--- src/rtl/fixp_pkg.sv ---
// Shared helpers for the fixed-point multiplier arbiter: word width,
// saturation limits and requester-id width.
package fixp_pkg;

  function automatic int word_w(input int iw, input int fw);
    return iw + fw;
  endfunction

  function automatic int id_width(input int n);
    return (n < 2) ? 1 : $clog2(n);
  endfunction

  function automatic longint sat_max(input int w);
    return (64'sd1 <<< (w - 1)) - 64'sd1;
  endfunction

  function automatic longint sat_min(input int w);
    return -(64'sd1 <<< (w - 1));
  endfunction

endpackage

--- src/rtl/fixp_mul_arbiter_if.sv ---
// Request/result bus between the requesters and the shared multiplier.
interface fixp_mul_arbiter_if #(
  parameter int NREQ = 4,
  parameter int W    = 16,
  parameter int IDW  = 2
);
  // Handshake: a transfer happens on a rising edge where valid & ready are
  // both high; ready never depends on a request whose valid is low, and the
  // producer keeps data stable while valid is high and ready is low.
  logic [NREQ-1:0]   req_valid;
  logic [NREQ-1:0]   req_ready;
  logic [NREQ*W-1:0] req_a;
  logic [NREQ*W-1:0] req_b;
  logic              out_valid;
  logic              out_ready;
  logic [W-1:0]      out_data;
  logic [IDW-1:0]    out_id;

  modport master (
    output req_valid, req_a, req_b, out_ready,
    input  req_ready, out_valid, out_data, out_id
  );

  modport slave (
    input  req_valid, req_a, req_b, out_ready,
    output req_ready, out_valid, out_data, out_id
  );
endinterface

--- src/rtl/fixp_mul_pipe.sv ---
// LAT-stage signed fixed-point multiplier with valid/id sideband; every
// stage freezes while i_stall is high.
module fixp_mul_pipe
  import fixp_pkg::*;
#(
  parameter int W   = 16,
  parameter int FW  = 8,
  parameter int LAT = 2,
  parameter int SAT = 0,
  parameter int IDW = 2
) (
  input  logic                clk,
  input  logic                rst_n,
  input  logic                i_stall,
  input  logic                i_valid,
  input  logic signed [W-1:0] i_a,
  input  logic signed [W-1:0] i_b,
  input  logic [IDW-1:0]      i_id,
  output logic                o_valid,
  output logic [W-1:0]        o_data,
  output logic [IDW-1:0]      o_id
);

  localparam logic signed [2*W-1:0] SMAX = (2*W)'(sat_max(W));
  localparam logic signed [2*W-1:0] SMIN = (2*W)'(sat_min(W));

  logic [LAT-1:0] r_v;
  logic [IDW-1:0] r_id [LAT];
  logic [W-1:0]   r_out;

  // Floor shift back to Q IW.FW, then wrap or clamp to the W-bit range.
  function automatic logic [W-1:0] finish(input logic signed [2*W-1:0] p);
    logic signed [2*W-1:0] r;
    r = p >>> FW;
    if (SAT != 0 && r > SMAX)      return SMAX[W-1:0];
    else if (SAT != 0 && r < SMIN) return SMIN[W-1:0];
    else                           return r[W-1:0];
  endfunction

  always_ff @(posedge clk or negedge rst_n) begin
    if (!rst_n) begin
      r_v <= '0;
      for (int k = 0; k < LAT; k++) r_id[k] <= '0;
    end else if (!i_stall) begin
      r_v[0]  <= i_valid;
      r_id[0] <= i_id;
      for (int k = 1; k < LAT; k++) begin
        r_v[k]  <= r_v[k-1];
        r_id[k] <= r_id[k-1];
      end
    end
  end

  generate
    if (LAT == 1) begin : g_single
      always_ff @(posedge clk or negedge rst_n) begin
        if (!rst_n)        r_out <= '0;
        else if (!i_stall) r_out <= finish(i_a * i_b);
      end
    end else begin : g_multi
      logic signed [W-1:0]   r_a;
      logic signed [W-1:0]   r_b;
      logic signed [2*W-1:0] w_last;

      always_ff @(posedge clk or negedge rst_n) begin
        if (!rst_n) begin
          r_a   <= '0;
          r_b   <= '0;
          r_out <= '0;
        end else if (!i_stall) begin
          r_a   <= i_a;
          r_b   <= i_b;
          r_out <= finish(w_last);
        end
      end

      if (LAT == 2) begin : g_nomid
        assign w_last = r_a * r_b;
      end else begin : g_mid
        logic signed [2*W-1:0] r_p [LAT-2];
        always_ff @(posedge clk or negedge rst_n) begin
          if (!rst_n) begin
            for (int k = 0; k < LAT - 2; k++) r_p[k] <= '0;
          end else if (!i_stall) begin
            r_p[0] <= r_a * r_b;
            for (int k = 1; k < LAT - 2; k++) r_p[k] <= r_p[k-1];
          end
        end
        assign w_last = r_p[LAT-3];
      end
    end
  endgenerate

  assign o_valid = r_v[LAT-1];
  assign o_id    = r_id[LAT-1];
  assign o_data  = r_out;

endmodule

--- src/rtl/fixp_mul_arbiter.sv ---
// Round-robin arbiter sharing one pipelined fixed-point multiplier between
// NREQ requesters; results carry the requester id and stall on backpressure.
module fixp_mul_arbiter
  import fixp_pkg::*;
#(
  parameter int IW   = 8,
  parameter int FW   = 8,
  parameter int NREQ = 4,
  parameter int LAT  = 2,
  parameter int SAT  = 0
) (
  input logic               clk,
  input logic               rst_n,
  fixp_mul_arbiter_if.slave bus
);

  localparam int W   = word_w(IW, FW);
  localparam int IDW = id_width(NREQ);

  logic [IDW-1:0]  r_ptr;
  logic [IDW-1:0]  w_gnt_id;
  logic [IDW-1:0]  w_idx;
  logic            w_gnt;
  logic            w_stall;
  logic            w_out_valid;
  logic [NREQ-1:0] w_ready;

  assign w_stall = w_out_valid & ~bus.out_ready;

  // First valid requester at or after the pointer, wrapping modulo NREQ.
  always_comb begin
    int j;
    j        = 0;
    w_idx    = '0;
    w_ready  = '0;
    w_gnt    = 1'b0;
    w_gnt_id = '0;
    if (rst_n && !w_stall) begin
      for (int k = 0; k < NREQ; k++) begin
        j = int'(r_ptr) + k;
        if (j >= NREQ) j = j - NREQ;
        w_idx = IDW'(j);
        if (!w_gnt && bus.req_valid[w_idx]) begin
          w_gnt          = 1'b1;
          w_gnt_id       = w_idx;
          w_ready[w_idx] = 1'b1;
        end
      end
    end
  end

  always_ff @(posedge clk or negedge rst_n) begin
    if (!rst_n)     r_ptr <= '0;
    else if (w_gnt) r_ptr <= (w_gnt_id == IDW'(NREQ - 1)) ? '0 : w_gnt_id + 1'b1;
  end

  assign bus.req_ready = w_ready;
  assign bus.out_valid = w_out_valid;

  fixp_mul_pipe #(
    .W   (W),
    .FW  (FW),
    .LAT (LAT),
    .SAT (SAT),
    .IDW (IDW)
  ) u_pipe (
    .clk     (clk),
    .rst_n   (rst_n),
    .i_stall (w_stall),
    .i_valid (w_gnt),
    .i_a     (bus.req_a[int'(w_gnt_id)*W +: W]),
    .i_b     (bus.req_b[int'(w_gnt_id)*W +: W]),
    .i_id    (w_gnt_id),
    .o_valid (w_out_valid),
    .o_data  (bus.out_data),
    .o_id    (bus.out_id)
  );

endmodule

--- src/flat_wrapper.sv ---
// flat-port wrapper written by rule: the top's interface ports become plain ports
module fixp_mul_arbiter_flat import fixp_pkg::*;
#(
  parameter int IW   = 8,
  parameter int FW   = 8,
  parameter int NREQ = 4,
  parameter int LAT  = 2,
  parameter int SAT  = 0
)
  (clk, rst_n, bus_req_valid, bus_req_a, bus_req_b, bus_out_ready, bus_req_ready, bus_out_valid, bus_out_data, bus_out_id);
  fixp_mul_arbiter_if #(.NREQ(NREQ), .W((IW + FW)), .IDW((id_width(NREQ)))) bus_i ();
  input logic clk;
  input logic rst_n;
  input wire logic [$bits(bus_i.req_valid)-1:0] bus_req_valid;
  input wire logic [$bits(bus_i.req_a)-1:0] bus_req_a;
  input wire logic [$bits(bus_i.req_b)-1:0] bus_req_b;
  input wire logic [$bits(bus_i.out_ready)-1:0] bus_out_ready;
  output wire logic [$bits(bus_i.req_ready)-1:0] bus_req_ready;
  output wire logic [$bits(bus_i.out_valid)-1:0] bus_out_valid;
  output wire logic [$bits(bus_i.out_data)-1:0] bus_out_data;
  output wire logic [$bits(bus_i.out_id)-1:0] bus_out_id;
  assign bus_i.req_valid = bus_req_valid;
  assign bus_i.req_a = bus_req_a;
  assign bus_i.req_b = bus_req_b;
  assign bus_i.out_ready = bus_out_ready;
  assign bus_req_ready = bus_i.req_ready;
  assign bus_out_valid = bus_i.out_valid;
  assign bus_out_data = bus_i.out_data;
  assign bus_out_id = bus_i.out_id;
  fixp_mul_arbiter #(.IW(IW), .FW(FW), .NREQ(NREQ), .LAT(LAT), .SAT(SAT)) u_core (.clk(clk), .rst_n(rst_n), .bus(bus_i));
endmodule
--- config.mk ---
export PLATFORM = sky130hd
export DESIGN_NAME = fixp_mul_arbiter_flat
export DESIGN_NICKNAME = d
export VERILOG_FILES = /design/src/rtl/fixp_pkg.sv /design/src/rtl/fixp_mul_arbiter_if.sv /design/src/rtl/fixp_mul_pipe.sv /design/src/rtl/fixp_mul_arbiter.sv /design/src/flat_wrapper.sv
export SDC_FILE = /design/constraint.sdc
export NUM_CORES = 1
export LEC_CHECK = 0
export CORE_MARGIN = 2
export CORE_UTILIZATION = 50
export DETAILED_ROUTE_END_ITERATION = 8
export HOLD_SLACK_MARGIN = 0.05
export PLACE_DENSITY = 0.83
export SYNTH_ARGS = -nofsm -noshare
export SYNTH_HDL_FRONTEND = slang
export SYNTH_SLANG_ARGS = --single-unit
--- constraint.sdc ---
create_clock -name clk -period 10.7 [get_ports clk]
set_input_delay 2.14 -clock clk [delete_from_list [all_inputs] [get_ports clk]]
set_output_delay 2.14 -clock clk [all_outputs]
set_load 0.01 [all_outputs]
# Word-level counts from Yosys, hierarchy flattened
# Cells that the tools add are included.
# word_totals
word_cells	94
out_inout_bits	23
ff_bits	56
# classes
n_shift	2
bitwise	5
reduce_logical	12
add_sub_neg	8
multipliers	1
mux	46
magnitude_cmp	12
eq_ne	1
# op_table
op	count
variable part select 64 x 7 -> 16 bit	2
2-to-1 mux 4 bit	8
2-to-1 mux 2 bit	14
multiplier 16 x 16 -> 24 bit	1
2-to-1 mux 1 bit	16
less-than comparator 2 x 3 -> 1 bit, second input constant	4
bitwise OR 4 bit	3
>= comparator 3 bit, second input constant	3
binary-select mux 1 bit (select 2 bit)	4
demux 1 bit (select 2 bit)	4
>= comparator 2 x 1 -> 1 bit, second input constant	4
logical AND 1 bit	8
subtractor 2 x 1 -> 2 bit, second input constant	4
adder 2 x 2 -> 3 bit, second input constant	2
zero test 1 bit	4
adder 2 x 1 -> 3 bit, second input constant	1
>= comparator 2 x 3 -> 1 bit, second input constant	1
adder 2 x 1 -> 2 bit, second input constant	1
== test 2 bit, second input constant	1
bitwise AND 1 bit	1
inverter 1 bit	1

# Longest topological paths before layout
# Gate-level depths: netlist of the first run.
# logic_depth
depth_word	23
mapped_depth	22
mapped_depth_nobuf	21

# Hierarchy
# Synthesis of the first run repeated with hierarchy kept, for this count alone.
# unflattened
hier_cells	1256
area_unflattened_um2	11118.2
# by_module_without_submodules
module	area_per_inst_um2	instances	cells_per_inst
fixp_mul_pipe	9499.1	1	997
fixp_mul_arbiter	1619.1	1	259

# Least setup slack after synthesis of the first run
# Ideal clock, no wire load.
# synth_path
path_kind	input to output
startpoint	input port bus_req_valid[1]
endpoint	output port bus_req_ready[2]
t_arrival_ps	3624
slack_ps	4936
cell_stages	6
path_buffers	1
cell_sequence	buf_6 -> mux4_2 -> a211oi_1 -> a221o_1 -> o21ai_0 -> a21oi_1
# synth_between
elab_chain_len	16
word_cells_on_any_way	31
classes_between	mux: 22; bitwise: 3; reduce/logical: 6
# synth_lines
element	line	text
start, declared	flat_wrapper.sv:14	input wire logic [$bits(bus_i.req_valid)-1:0] bus_req_valid;
binary-select mux 1 bit (select 2 bit)	fixp_mul_arbiter.sv:43	if (!w_gnt && bus.req_valid[w_idx]) begin
2-to-1 mux 1 bit (implied by the code)	fixp_mul_arbiter.sv:43	
2-to-1 mux 1 bit	fixp_mul_arbiter.sv:43	
2-to-1 mux 1 bit	fixp_mul_arbiter.sv:38	if (rst_n && !w_stall) begin
zero test 1 bit	fixp_mul_arbiter.sv:43	
logical AND 1 bit	fixp_mul_arbiter.sv:43	
2-to-1 mux 1 bit	fixp_mul_arbiter.sv:43	
2-to-1 mux 1 bit	fixp_mul_arbiter.sv:38	
zero test 1 bit	fixp_mul_arbiter.sv:43	
logical AND 1 bit	fixp_mul_arbiter.sv:43	
2-to-1 mux 1 bit	fixp_mul_arbiter.sv:43	
2-to-1 mux 1 bit	fixp_mul_arbiter.sv:38	
zero test 1 bit	fixp_mul_arbiter.sv:43	
logical AND 1 bit	fixp_mul_arbiter.sv:43	
2-to-1 mux 4 bit *	fixp_mul_arbiter.sv:43	
2-to-1 mux 4 bit *	fixp_mul_arbiter.sv:38	
end, declared	flat_wrapper.sv:18	output wire logic [$bits(bus_i.req_ready)-1:0] bus_req_ready;
# Mark *: on every way between the ends. The rest lies on a longest branch, timed or not. The select of a mux whose other input is x is not followed.

# Worst setup path after layout of the first run
# layout_path
startpoint	input port bus_req_valid[1]
endpoint	output port bus_req_ready[1]
# Same word-level chain as after synthesis.

==> impl_metrics.env, run 1 <==
export IMPL_status="finished clean"
export IMPL_seq_area_frac_synth=0.130
export IMPL_dr_max_layer_used="met4"
export IMPL_dp_hpwl_um=22100
export IMPL_slew_violations=0
export IMPL_routed_wl_um=27200
export IMPL_grt_overflow=0
export IMPL_antenna_found_initial=0
export IMPL_cts_root_buf="clkbuf_16"
export IMPL_syn_nets=1580
export IMPL_placementRows=53
export IMPL_drtIter0Drc=490
export IMPL_cts_setup_buffers=0
export IMPL_yosys_top_cells_area="fa_1, dfrtp_1, ha_1"
export IMPL_m1WireLength_um=10400
export IMPL_cts_htree_levels=2
export IMPL_yosys_cell_types_count=56
export IMPL_yosys_area_top_type="fa_1"
export IMPL_place_gp_congestion=0.884
export IMPL_start_util=0.511
export IMPL_synth_cells=1180
export IMPL_worstSkewPairLatency_ns=0.31
export IMPL_antenna_left=0
export IMPL_rsz0062_at_grt="false"
export IMPL_setup_tns_final_ns=0
export IMPL_maxSlewHeadroom=0.193
export IMPL_drive_gt1_frac=0.0419
export IMPL_synth_edff_count=0
export IMPL_antennaDiodeCount=0
export IMPL_hp_class="reg2reg"
export IMPL_critical_path_required_ns=8.56
export IMPL_met3_length_um=1930
export IMPL_clk_pin_slew_ns=0.08
export IMPL_max_clock_path_buffers=2
export IMPL_netlist_top_cells_count="inv_1, fa_1, nand2_1, and2_1, ha_1"
export IMPL_cts_tree="built"
export IMPL_crit_path_start="bus_req_valid[1]"
export IMPL_drcViolationCount=0
export IMPL_hold_start="u_core.u_pipe.r_v[0]"
export IMPL_worstSetupPathType="in2out"
export IMPL_crit_path_end_kind="output pin"
export IMPL_max_freq_mhz=144
export IMPL_muxShareOfSynthArea=0.0662
export IMPL_synth_top_cell_area_share=0.346
export IMPL_startpoint_type="input pin"
export IMPL_finalCritPeriodShare=0.648
export IMPL_dr_pass1_iters=5
export IMPL_port_buffers=157
export IMPL_area_delta_synth_final_pct=16.8
export IMPL_vias_per_cell=5.49
export IMPL_synth_top_family_by_area="adder cells"
export IMPL_setup_violations=0
export IMPL_grt_pass1_wl_um=44900
export IMPL_core_um2=21100
export IMPL_cts_made_buffers=5
export IMPL_cts_sinks=56
export IMPL_grt_max_degree=67
export IMPL_tightest_slew_ns=1.21
export IMPL_synth_xor_area_share=0.0269
export IMPL_nNetsFinal=1689
export IMPL_synthAdderAreaFrac=0.437
export IMPL_yosysMostFrequentCell="inv_1"
export IMPL_syn_area_um2=10800
export IMPL_grt_use_total=0.255
export IMPL_hold_violations=0
export IMPL_die_x_um=151
export IMPL_wl_per_cell_um=17.4
export IMPL_synthFlopType="dfrtp_1"
export IMPL_hold_buffers=0
export IMPL_crit_fanout=9
export IMPL_synth_async_reset_ratio=1.00
export IMPL_arrival_ns=4.80
export IMPL_met2_length_um=14100
export IMPL_timing_rr_start="u_core.u_pipe.g_multi.r_b[5]"
export IMPL_die_h_um=151
export IMPL_num_io_pins=158
export IMPL_min_period_ns=6.94
export IMPL_vias=8589
export IMPL_yosys_warnings=0
export IMPL_synth_compound_area_frac=0.0861
export IMPL_grt_pass1_vias=9394
export IMPL_skew_ns=0.0114
export IMPL_cap_violations=0
export IMPL_cts_resized=0
export IMPL_syn_area_per_cell_um2=9.13
export IMPL_synthSimpleGateAreaFrac=0.138
export IMPL_ys_ff_latch=56
export IMPL_die_area_um2=22700
==> layout make-up <==
| class | count | area, µm² |
|---|---|---|
| Clock buffer | 5 | 125 |
| Fill cell | 1799 | 8510 |
| Timing Repair Buffer | 163 | 1610 |
| Clock inverter | 3 | 21.3 |
| Inverter | 248 | 931 |
| Sequential cell | 56 | 1400 |
| Multi-Input combinational cell | 815 | 8140 |
| Tap cell | 275 | 344 |
==> through the flow <==
step	instance area, µm²	cells	util	worst slack (ns)	hold slack [ns]
finish	12600	1565	0.596	3.76	0.467
global route	12600	1565	0.596	3.58	0.488
CTS	12600	1565	0.596	3.79	0.471
detailed placement	12400	1557	0.589	3.79	0.453
global placement	12400	1557	0.589	3.93	0.449
floorplan	10800	1180	-	4.94	0.435
==> worst max-delay path, cell delays in order <==
cell,delay (ns)
clkdlybuf4s50_1,0.54
mux4_2,0.62
a211oi_1,0.45
a221o_1,0.25
o21ai_0,0.08
a21oi_1,0.15
clkdlybuf4s50_1,0.56
==> cell usage in the layout (no fill, tap or decap), types with 3 or more instances in the layout <==
master	count
and2_1	95
inv_1	248
fa_1	186
xor2_1	5
o22ai_1	32
a21oi_1	54
mux2_1	3
xnor2_1	16
or3_1	5
mux2_2	29
nor3_1	9
xnor3_1	4
nand4_1	3
ha_1	79
nor2_1	25
nand2b_1	6
clkdlybuf4s50_1	156
dfrtp_1	56
clkbuf_16	5
o31ai_1	5
mux2i_1	33
nand3_1	3
o21a_1	7
buf_4	6
a21o_1	5
a221o_1	4
o21ai_0	17
nand2_1	156
==> flip-flops by register name, summed over array words and instances (netlist names) <==
register,count
u_core.u_pipe.g_multi.r_a,16
u_core.u_pipe.o_id,2
u_core.u_pipe.r_id,2
u_core.u_pipe.r_v,2
u_core.r_ptr,2
u_core.u_pipe.o_data,16
u_core.u_pipe.g_multi.r_b,16
==> metal layers <==
layer,vias to the layer above,track usage
met2,367,0.466
met3,65,0.0461
met4,0,0.0916
met1,4288,0.301
li1,3869,-
met5,-,0
==> final timing paths <==
kind,end,slack (ns),depth (start not counted)
min in group asynchronous,u_core.u_pipe.o_data[6],1.96,2
max reg2reg,u_core.u_pipe.o_data[15],4.33,19
min,u_core.u_pipe.r_v[1],0.47,1
max,bus_req_ready[1],3.76,7
min reg2reg,u_core.u_pipe.r_v[1],0.47,1
max in group asynchronous,u_core.u_pipe.g_multi.r_b[14],8.24,2
==> logic make-up after synthesis <==
logic type,count (synthesis)
flops,56
buf+inv,309
xor+xnor,26
compound gates,146
fa+ha+maj,265
mux,66
simple gates,312
Power of run 1 is left out: the tool's default activity adds up to more than one toggle a clock period on the data nets, which glitch-free logic cannot reach.
==> inputs of run 2 (changes only) <==
==> constraint.sdc (replaced) <==
create_clock -name clk -period 7.2 [get_ports clk]
set_input_delay 1.44 -clock clk [delete_from_list [all_inputs] [get_ports clk]]
set_output_delay 1.44 -clock clk [all_outputs]
set_load 0.01 [all_outputs]
==> run 2 against run 1 <==
Hold slack better by 0.0093 ns. Critical path depth up 12. Routed wire length up 2.9%. Setup slack worse by 2.9 ns. Flip-flop and latch count unchanged. Cell area about the same. Non-clock buffer count unchanged. Count of clock-buffer cells in the layout unchanged. Via count down 0.35%. Die area unchanged. Register-to-register slack worse by 3.4 ns. Highest routed layer unchanged.
==> impl_metrics.env, run 2 (synthesized netlist as in run 1, its figures left out) <==
export IMPL_status="finished clean"
export IMPL_hold_start="u_core.u_pipe.o_id[1]"
export IMPL_min_period_ns=6.29
export IMPL_setup_violations=0
export IMPL_arrival_ns=6.54
export IMPL_crit_fanout=17
export IMPL_die_h_um=151
export IMPL_setup_tns_final_ns=0
export IMPL_maxSlewHeadroom=0.359
export IMPL_routed_wl_um=28000
export IMPL_most_common_layout_cells="inv_1, fa_1, nand2_1, clkdlybuf4s50_1, and2_1"
export IMPL_dr_pass1_iters=5
export IMPL_drcViolationCount=0
export IMPL_slowest_delay_ns=0.63
export IMPL_place_gp_congestion=0.937
export IMPL_core_um2=21100
export IMPL_vias=8559
export IMPL_cts_htree_levels=2
export IMPL_antenna_left=0
export IMPL_slew_violations=0
export IMPL_grtUsageMet1=0.321
export IMPL_area_delta_synth_final_pct=16.8
export IMPL_cp_top_family="adder cells"
export IMPL_grt_pass1_vias=9148
export IMPL_final_common_cell="inv_1"
export IMPL_max_clock_path_buffers=2
export IMPL_port_buffers=157
export IMPL_wl_per_cell_um=17.9
export IMPL_skew_ns=0.0114
export IMPL_grt_max_degree=67
export IMPL_timing_rr_start="u_core.u_pipe.g_multi.r_b[5]"
export IMPL_cts_tree="built"
export IMPL_cap_violations=0
export IMPL_path_buf_inv=4
export IMPL_nNetsFinal=1689
export IMPL_antennaDiodeCount=0
export IMPL_busiest_layer="met2"
export IMPL_grt_overflow=0
export IMPL_worstSetupPathType="reg2reg"
export IMPL_num_io_pins=158
export IMPL_dp_hpwl_um=22900
export IMPL_cts_root_buf="clkbuf_16"
export IMPL_cts_made_buffers=5
export IMPL_cts_resized=0
export IMPL_hp_class="reg2reg"
export IMPL_placementRows=53
export IMPL_cts_sinks=56
export IMPL_path_common_cell="fa_1"
export IMPL_worstSkewPairLatency_ns=0.32
export IMPL_use_met2=0.459
export IMPL_drtIter0Drc=565
export IMPL_start_util=0.511
export IMPL_dp_cells=1557
export IMPL_layout_cells_non_filler=1565
export IMPL_max_freq_mhz=159
export IMPL_grt_pass1_wl_um=46400
export IMPL_tightest_slew_ns=0.957
export IMPL_vias_per_cell=5.47
export IMPL_finalCritPeriodShare=0.874
export IMPL_rsz0062_at_grt="false"
export IMPL_grt_use_total=0.265
export IMPL_critical_path_required_ns=7.45
export IMPL_die_area_um2=22700
export IMPL_drive_gt1_frac=0.0419
export IMPL_crit_path_cell_trace="and2_1, fa_1, inv_1, fa_1, fa_1, inv_1, fa_1, fa_1, inv_1, fa_1, inv_1, ha_1, o21ai_0, a21oi_1, a21bo_1, a211oi_2, nor3_1, or4_1, nand3_1"
export IMPL_die_x_um=151
export IMPL_crit_path_end_kind="flop"
export IMPL_antenna_found_initial=0
export IMPL_crit_path_start="u_core.u_pipe.g_multi.r_b[5]"
export IMPL_clk_pin_slew_ns=0.08
export IMPL_hold_violations=0
export IMPL_startpoint_type="flop"
export IMPL_cts_setup_buffers=0
export IMPL_grt_util_met3=0.0512
export IMPL_crit_slowest_cell="dfrtp_1"
export IMPL_hold_buffers=0
export IMPL_fillerInstances=1800
[run 2: area by class of cell]
cell class,instances,area [µm²],share of cell area
flip-flops and latches,56,1400,0.111
repair buffers,163,1610,0.128
clock inverters,3,27.5,0.00219
clock buffers,5,125,0.00994
multi-input cells,815,8140,0.647
inverters,248,931,0.0740
well taps,275,344,0.0273
[run 2: path summary, 6_finish.rpt]
path	to	slack (ns)	cells past startpoint
hold reg to reg	u_core.u_pipe.o_id[1]	0.48	2
max in group asynchronous	u_core.u_pipe.g_multi.r_b[4]	5.35	2
setup / recovery	u_core.u_pipe.o_data[15]	0.91	19
hold / removal	u_core.u_pipe.o_id[1]	0.48	2
min in group asynchronous	u_core.u_pipe.o_data[2]	1.33	2
setup reg to reg	u_core.u_pipe.o_data[15]	0.91	19
[run 2: worst reg2reg max path: stages, from the launching register on]
cell      delay, ns
dfrtp_1        0.63
and2_1         0.31
fa_1           0.50
inv_1          0.05
fa_1           0.45
fa_1           0.52
inv_1          0.05
fa_1           0.50
fa_1           0.49
inv_1          0.05
fa_1           0.49
inv_1          0.05
ha_1           0.33
o21ai_0        0.13
a21oi_1        0.21
a21bo_1        0.27
a211oi_2       0.40
nor3_1         0.19
or4_1          0.53
nand3_1        0.08
[run 2: through the flow]
stage / util / worst slack (ns) / hold WS (ns) / instance area [µm²]
after floorplan: - / 1.45 / 0.435 / 10800
after global placement: 0.589 / 1.13 / 0.451 / 12400
after detailed placement: 0.589 / 1.02 / 0.459 / 12400
after CTS: 0.597 / 0.964 / 0.478 / 12600
after global routing: 0.597 / 0.623 / 0.497 / 12600
final: 0.597 / 0.907 / 0.476 / 12600
[run 2: layer usage]
layer / routed length [µm] / share of wire
met1: 10500 / 0.37
met2: 14200 / 0.50
met3: 2050 / 0.073
met4: 1340 / 0.048
met5: 0 / 0
Power of run 2 is left out for the same reason.
